## src/rtl/keccak_pkg.sv

```systemverilog
// keccak_pkg: shared Keccak-f[1600] widths, SHAKE rates and squeeze FSM state encoding
package keccak_pkg;
    localparam int LANE_W              = 64;
    localparam int NUM_LANES           = 25;
    localparam int STATE_W             = LANE_W * NUM_LANES;
    localparam int SHAKE128_RATE_LANES = 21;
    localparam int SHAKE256_RATE_LANES = 17;
    typedef logic [LANE_W-1:0] lane_t;
    typedef enum logic [1:0] {IDLE, WAIT_STATE, SQUEEZE} sqz_state_t;
endpackage

```

## src/rtl/keccak_squeeze.sv

```systemverilog
// keccak_squeeze: captures a permuted state and streams its rate lanes, one lane per handshake.
// Optional word counter output enabled with `define KECCAK_SQZ_WORD_CNT_EN.
module keccak_squeeze
    import keccak_pkg::*;
#(
    parameter int RATE_LANES = SHAKE128_RATE_LANES
) (
    input  logic               clk,
    input  logic               rst,
    input  logic               enable,
    input  logic               start,
    input  logic               stop,
    input  logic [STATE_W-1:0] state_in,
    input  logic               state_valid,
    output logic               state_ready,
    output logic               perm_req,
    output logic [LANE_W-1:0]  out_data,
    output logic               out_valid,
    input  logic               out_ready,
    output logic               out_last,
    output logic [15:0]        block_cnt,
`ifdef KECCAK_SQZ_WORD_CNT_EN
    output logic [31:0]        word_cnt,
`endif
    output logic               busy
);
    localparam int IDX_W = $clog2(RATE_LANES + 1);
    localparam logic [IDX_W-1:0] LAST_IDX = IDX_W'(RATE_LANES - 1);

    sqz_state_t       state_q, state_d;
    logic [IDX_W-1:0] idx_q, idx_d;
    logic             perm_q, perm_d;
    logic [15:0]      blk_q, blk_d;
    logic             cap;
    logic             last;
    lane_t            buf_q [RATE_LANES];
`ifdef KECCAK_SQZ_WORD_CNT_EN
    logic [31:0]      wcnt_q, wcnt_d;
    assign word_cnt = wcnt_q;
`endif

    // Capacity lanes are deliberately never stored.
    logic unused_cap;
    assign unused_cap = ^state_in[STATE_W-1:RATE_LANES*LANE_W];

    assign last        = idx_q == LAST_IDX;
    assign busy        = state_q != IDLE;
    assign state_ready = enable && state_q == WAIT_STATE;
    assign out_valid   = enable && state_q == SQUEEZE;
    assign out_last    = state_q == SQUEEZE && last;
    assign perm_req    = enable && perm_q;
    assign out_data    = buf_q[idx_q];
    assign block_cnt   = blk_q;

    // Next-state logic; nothing moves while enable is low, and stop overrides every other event.
    always_comb begin
        state_d = state_q;
        idx_d   = idx_q;
        perm_d  = perm_q;
        blk_d   = blk_q;
        cap     = 1'b0;
`ifdef KECCAK_SQZ_WORD_CNT_EN
        wcnt_d  = wcnt_q;
`endif
        if (enable) begin
            perm_d = 1'b0;
            if (stop) begin
                state_d = IDLE;
                idx_d   = '0;
            end else begin
                case (state_q)
                    IDLE: if (start) begin
                        state_d = WAIT_STATE;
                        blk_d   = '0;
`ifdef KECCAK_SQZ_WORD_CNT_EN
                        wcnt_d  = '0;
`endif
                    end
                    WAIT_STATE: if (state_valid) begin
                        cap     = 1'b1;
                        idx_d   = '0;
                        state_d = SQUEEZE;
                    end
                    SQUEEZE: if (out_ready) begin
`ifdef KECCAK_SQZ_WORD_CNT_EN
                        wcnt_d = wcnt_q + 32'(wcnt_q != 32'hFFFF_FFFF);
`endif
                        if (last) begin
                            idx_d   = '0;
                            state_d = WAIT_STATE;
                            perm_d  = 1'b1;
                            blk_d   = blk_q + 16'(blk_q != 16'hFFFF);
                        end else begin
                            idx_d = idx_q + 1'b1;
                        end
                    end
                    default: state_d = IDLE;
                endcase
            end
        end
    end

    // Control and counter registers.
    always_ff @(posedge clk or negedge rst) begin
        if (!rst) begin
            state_q <= IDLE;
            idx_q   <= '0;
            perm_q  <= 1'b0;
            blk_q   <= '0;
`ifdef KECCAK_SQZ_WORD_CNT_EN
            wcnt_q  <= '0;
`endif
        end else begin
            state_q <= state_d;
            idx_q   <= idx_d;
            perm_q  <= perm_d;
            blk_q   <= blk_d;
`ifdef KECCAK_SQZ_WORD_CNT_EN
            wcnt_q  <= wcnt_d;
`endif
        end
    end

    // Rate-lane buffer, loaded in one shot when a new state is accepted.
    always_ff @(posedge clk or negedge rst) begin
        if (!rst) begin
            for (int i = 0; i < RATE_LANES; i++) buf_q[i] <= '0;
        end else if (cap) begin
            for (int i = 0; i < RATE_LANES; i++) buf_q[i] <= state_in[i*LANE_W +: LANE_W];
        end
    end
endmodule

```

## config.mk

```make
export PLATFORM = sky130hd
export DESIGN_NAME = keccak_squeeze
export DESIGN_NICKNAME = d
export VERILOG_FILES = /design/src/rtl/keccak_pkg.sv /design/src/rtl/keccak_squeeze.sv
export SDC_FILE = /design/constraint.sdc
export NUM_CORES = 2
export LEC_CHECK = 0
export ABC_AREA = 1
export BUFFER_PORTS_ARGS = -buffer_cell sky130_fd_sc_hd__buf_2
export CORE_AREA = 3 3 649 651
export DETAILED_ROUTE_END_ITERATION = 10
export DIE_AREA = 0 0 652 654
export PLACE_DENSITY_LB_ADDON = 0.12
export SYNTH_ARGS = -nofsm -noshare
export SYNTH_HDL_FRONTEND = slang
export SYNTH_SLANG_ARGS = --single-unit
```

## constraint.sdc

```tcl
create_clock -name clk -period 2.85 [get_ports clk]
set_input_delay 0 -clock clk [delete_from_list [all_inputs] [get_ports clk]]
set_output_delay 0 -clock clk [all_outputs]
set_load 0.1 [all_outputs]
```

---- Word level (Yosys, flattened, before mapping) ----
Index checks and enable logic that the tools add are counted.
W data, S select, Z words.
operators by class
  add/subtract/negate cells ............... 2
  order comparisons ....................... 1
  equality and inequality tests ........... 11
  muxes and demuxes ....................... 26
  bitwise logic cells ..................... 2
  reduce and logical (&&, ||, !) cells .... 11
operator list
  kind                    count
  $bmux W64 S5            1
  $mux W64                2
  $mux W16                3
  $pmux W16 S2            1
  $mux W5                 4
  $add A16 B1 Y16         1
  $ne A16 B16 Y1 const B  1
  $ne A3 B3 Y1 const B    4
  $mux W2                 5
  $pmux W5 S2             1
  $mux W1                 8
  $ge A6 B6 Y1 const B    1
  $ne A2 B2 Y1 const B    3
  $not A5 Y6              1
  $pmux W2 S3             1
  $reduce_and A6 Y1       1
  $add A5 B1 Y5 const B   1
  $eq A5 B5 Y1 const B    1
  $reduce_and A5 Y1       1
  $logic_and A1 B1 Y1     4
  $reduce_and A4 Y1       1
  $reduce_bool A2 Y1      2
  $reduce_bool A3 Y1      1
  $eq A2 B1 Y1 const B    1
  other kinds (3)         3
word-level totals
  register bits after elaboration ......... 1368
  word-level logic and storage cells ...... 78

---- Logic depth before layout (Yosys ltp) ----
  word-level depth ........................ 5
  mapped depth ............................ 14
  depth with buffers taken out ............ 11

---- Least setup slack after synthesis ----
No wires, ideal clock.
  kind .................................... reg-to-output
  start ................................... register idx_q[1]
  end ..................................... output out_last
  arrival time ............................ 2.703 ns
  data required time ...................... 2.850 ns
  slack ................................... 0.147 ns
  stages on the path, launching flop included .. 10
  buffers on the path ..................... 3
  cell sequence ........................... dfrtp_1 -> buf_2 -> inv_2 -> buf_2 -> clkbuf_1 -> ha_1 -> nand2_1 -> inv_1 -> nand2_1 -> nor2_1
on the way
  word-level cells in the longest chain between the ends .. 2
ends and longest elaborated chain
  what                      RTL line               source
  start: declaration        keccak_squeeze.sv:31   logic [IDX_W-1:0] idx_q, idx_d;
  start signal: assignment  keccak_squeeze.sv:115  idx_q <= idx_d;
  $eq A5 B5 Y1              keccak_squeeze.sv:46   assign last = idx_q == LAST_IDX;
  $logic_and A1 B1 Y1       keccak_squeeze.sv:50   assign out_last = state_q == SQUEEZE && last;
  end: declaration          keccak_squeeze.sv:20   output logic out_last,
No other way between the ends.

---- Worst setup path after layout ----
  start ................................... register idx_q[0]
  end ..................................... output out_data[48]
on the way
  word-level cells in the longest chain between the ends .. 4
ends and longest elaborated chain
  what                                          RTL line              source
  $not A5 Y6 (implied by the code)              keccak_squeeze.sv:52  assign out_data = buf_q[idx_q];
  $bmux W64 S5                                  keccak_squeeze.sv:52
  $mux W64 (implied by the code) (2 in series)  keccak_squeeze.sv:52
  end: declaration                              keccak_squeeze.sv:17  output logic [LANE_W-1:0] out_data,
No other way between the ends. The select of a mux whose other input is x is not followed.

==> results_dict.tcl <==
set metrics [dict create \
    rsz0062_at_grt "true" \
    hold_depth 4 \
    final_util_pct 29.4 \
    globalRouteMet2Util_pct 37.7 \
    cts-root-buf "clkbuf_16" \
    start_util_pct 16.2 \
    clk_pin_slew_worst_paths_ns 0.06 \
    power.switching_w 0.0412 \
    p_int_w 0.0587 \
    slew_headroom_pct 42.7 \
    cpPeakStageDelay_ns 0.69 \
    end_kind "primary output" \
    hpwl_um 385000 \
    cp_max_fo 17 \
    rows 237 \
    cts.sinks 1368 \
    htreeDepth 4 \
    grt_max_degree 107 \
    gr-total-overflow 0 \
    die_w_um 652 \
    dr.first_iter.drc_count 5182 \
    remaining_drc_errors 0 \
    synth_edf_count 0 \
    max_freq_ghz 0.280 \
    grt_busiest_layer "met2" \
    via_per_inst 4.12 \
    grt_pass1_vias 83100 \
    finalHoldViolations 0 \
    swShare_pct 41.2 \
    die-area_sq_um 426000 \
    insertion_delay_ns 0.88 \
    fin_crit_ns 3.57 \
    setup_ws_ns -0.719 \
    reg2reg_depth 11 \
    wl_per_cell_um 25.6 \
    cp_num_buf_inv 4 \
    synth-main-ff-cell "dfrtp_1" \
    violations "negative setup slack" \
    maxCapViolCount 0 \
    pwr-share-clk_pct 24.6 \
    cp.depth 10 \
    min_period_over_period_pct 125 \
    slew_violations 0 \
    nets 15127 \
    setup_violations 66 \
    path_common_cell "nand2_1" \
    critPathKind "reg -> out" \
    design_area_sq_um 122000 \
    port_buffers 1435 \
    grt_pass1_wl_um 662000 \
    outcome "finished with violations" \
    synthesis.nets 10795 \
    required_ns 2.85 \
    cts_tree "built" \
    ioPinCount 1692 \
    worstPathCellList "inv_16, buf_12, buf_4, o21ai_0, nand2_1, nand2_1, o21ai_0, nand2_1, nand2_2, buf_12" \
    grt.total_usage_pct 22.2 \
    antenna_found_initial 104 \
    yosysUniqueCellTypes 29 \
    p_leak_nw 60.9 \
    groute.layer.met1.usage_pct 28.5 \
    synthCells 9184 \
    gr-usage-met3_pct 2.41 \
    firstDrtPassIters 6 \
    cpMaxStageDelayCell "o21ai_0" \
    power_frac_seq_pct 32.3 \
    min_path_type "in -> reg" \
    fp.dieH_um 654 \
    critPathTopFamily "compound AO/OA/AOI/OAI gates" \
    ys_seq_area_share_pct 50.9 \
    placed_area_sq_um 86000 \
    gp_congestion 0.885 \
    syn_area_per_cell_sq_um 7.32 \
    cp.arrival_ns 3.57 \
    routed_wl_um 492000 \
    finClkSkew_ns 0.0627 \
    p_per_area_nw_per_um2 817 \
    start_kind "flop" \
    core_area_sq_um 416000 \
    comb_power_share_pct 43.1 \
    final_layout_size_suffix_gt1_share_pct 20.4 \
    tightestPinTransition_ns 0.850 \
    syn_area_sq_um 67200 \
    numCtsBuffers 187 \
    ir_worst_vdd_v 0.000422 \
    dr_total_vias 79266 \
    ant_nets 0 \
    clk_path_buf_depth 4 \
    syn_to_final_growth_pct 81.8 \
    yosys_warnings 0 \
    synth_seq_cells 1368 \
    ys_async_sr_fraction_pct 100 \
]
==> power by group through the flow <==
stage	registers (W)	logic [W]	clock network, W
5_1_grt	0.0332	0.0468	0.0260
3_5_place_dp	0.0325	0.0387	0
2_1_floorplan	0.0315	0.0194	0
6_report	0.0322	0.0430	0.0246
3_3_place_gp	0.0324	0.0385	0
4_1_cts	0.0322	0.0427	0.0254
==> timing repair <==
action                     in CTS  in global routing
pin swaps                       7                 42
setup endpoints to repair      65                 79
cloned                          6                  9
setup buffers                   6                 22
hold endpoints to repair     2734                  0
resized for setup             299                339
hold buffers                 2678                  0
==> through the flow <==
step           total power (W)  hold slack (ns)  cells  setup TNS, ns  setup WS, ns
2_1_floorplan           0.0509           -0.296   9184              0         0.147
3_3_place_gp            0.0708            0.128  16105          -6.19        -0.428
3_5_place_dp            0.0712            0.129  16105          -5.88        -0.427
4_1_cts                  0.100         0.000418  19126         -50.30        -0.981
5_1_grt                  0.106           0.0210  19189         -44.12        -0.793
6_report                0.0999           0.0523  19217         -33.04        -0.719
==> synth_stat cells (2+ instances only) <==
cell type	number	area (sq um)
a21oi_1	1034	5170
nand4_1	13	81.3
o21ai_0	265	1330
nand3_1	663	3320
buf_1	28	105
ha_1	4	50.1
inv_2	4	15.0
nor4_1	2	12.5
buf_6	13	146
clkbuf_1	175	657
buf_2	289	1450
inv_1	1435	5390
xor2_1	2	17.5
buf_4	73	548
nor2_1	1431	5370
nand2_1	2111	7920
nor3_1	4	20.0
o21ai_1	260	1300
dfrtp_1	1368	34200
==> cell families after synthesis <==
logic type               share of synthesized area [%]
buffers and inverters                             12.4
AO/OA/AOI/OAI                                     11.6
adder cells (fa/ha/maj)                         0.0745
AND/OR/NAND/NOR                                   25.0
flip-flops                                        50.9
XOR/XNOR                                        0.0391
==> sequential cells by signal, indices dropped and copies added (netlist names) <==
register,count
buf_q,1344
idx_q,5
block_cnt,16
perm_q,1
state_q,2
==> routing by layer <==
| metal | up-vias | share of wire (%) |
|---|---|---|
| li1 | 36913 | - |
| met1 | 38979 | 43 |
| met2 | 2534 | 48 |
| met3 | 810 | 3.8 |
| met4 | 30 | 4.9 |
| met5 | - | 0.036 |
==> layout by cell type, fill, tap and decap left out, types with 62 or more instances in the layout <==
cell type / count
dfrtp_1: 1365
buf_4: 361
buf_12: 245
o21ai_1: 267
inv_1: 1405
a21oi_1: 1034
dlygate4sd3_1: 2677
o21ai_0: 230
nand2_1: 1883
nand3_1: 512
clkbuf_16: 200
nor2_1: 1423
nand3_2: 122
diode_2: 62
nand2_2: 176
buf_2: 1369
==> tightest hold or removal path, delay by kind of cell <==
kind	cells	cell delay, ns
compound gates	1	0.10
simple gates	1	0.05
buf+inv	2	0.75
==> area by class of cell <==
type                            instances  area, sq um
Fill cell                           44747       294000
Timing Repair Buffer                 4721        42600
Sequential cell                      1368        34200
Multi-Input combinational cell       5799        26700
Tap cell                             5497         6880
Clock buffer                          281         5620
Inverter                             1439         5460
Clock inverter                         50          629
Antenna cell                           62          155
==> path summary, 6_finish.rpt <==
| kind | start | to | slack (ns) |
|---|---|---|---|
| min in group asynchronous | rst | buf_q[373] | 0.13 |
| max in group asynchronous | rst | buf_q[1020] | 1.93 |
| setup reg to reg | state_q[0] | buf_q[953] | -0.02 |
| hold reg to reg | buf_q[223] | buf_q[223] | 0.49 |
| setup / recovery | idx_q[0] | out_data[48] | -0.72 |
| hold / removal | state_in[260] | buf_q[1028] | 0.05 |
No activity file was read; power rests on OpenSTA's default activity.
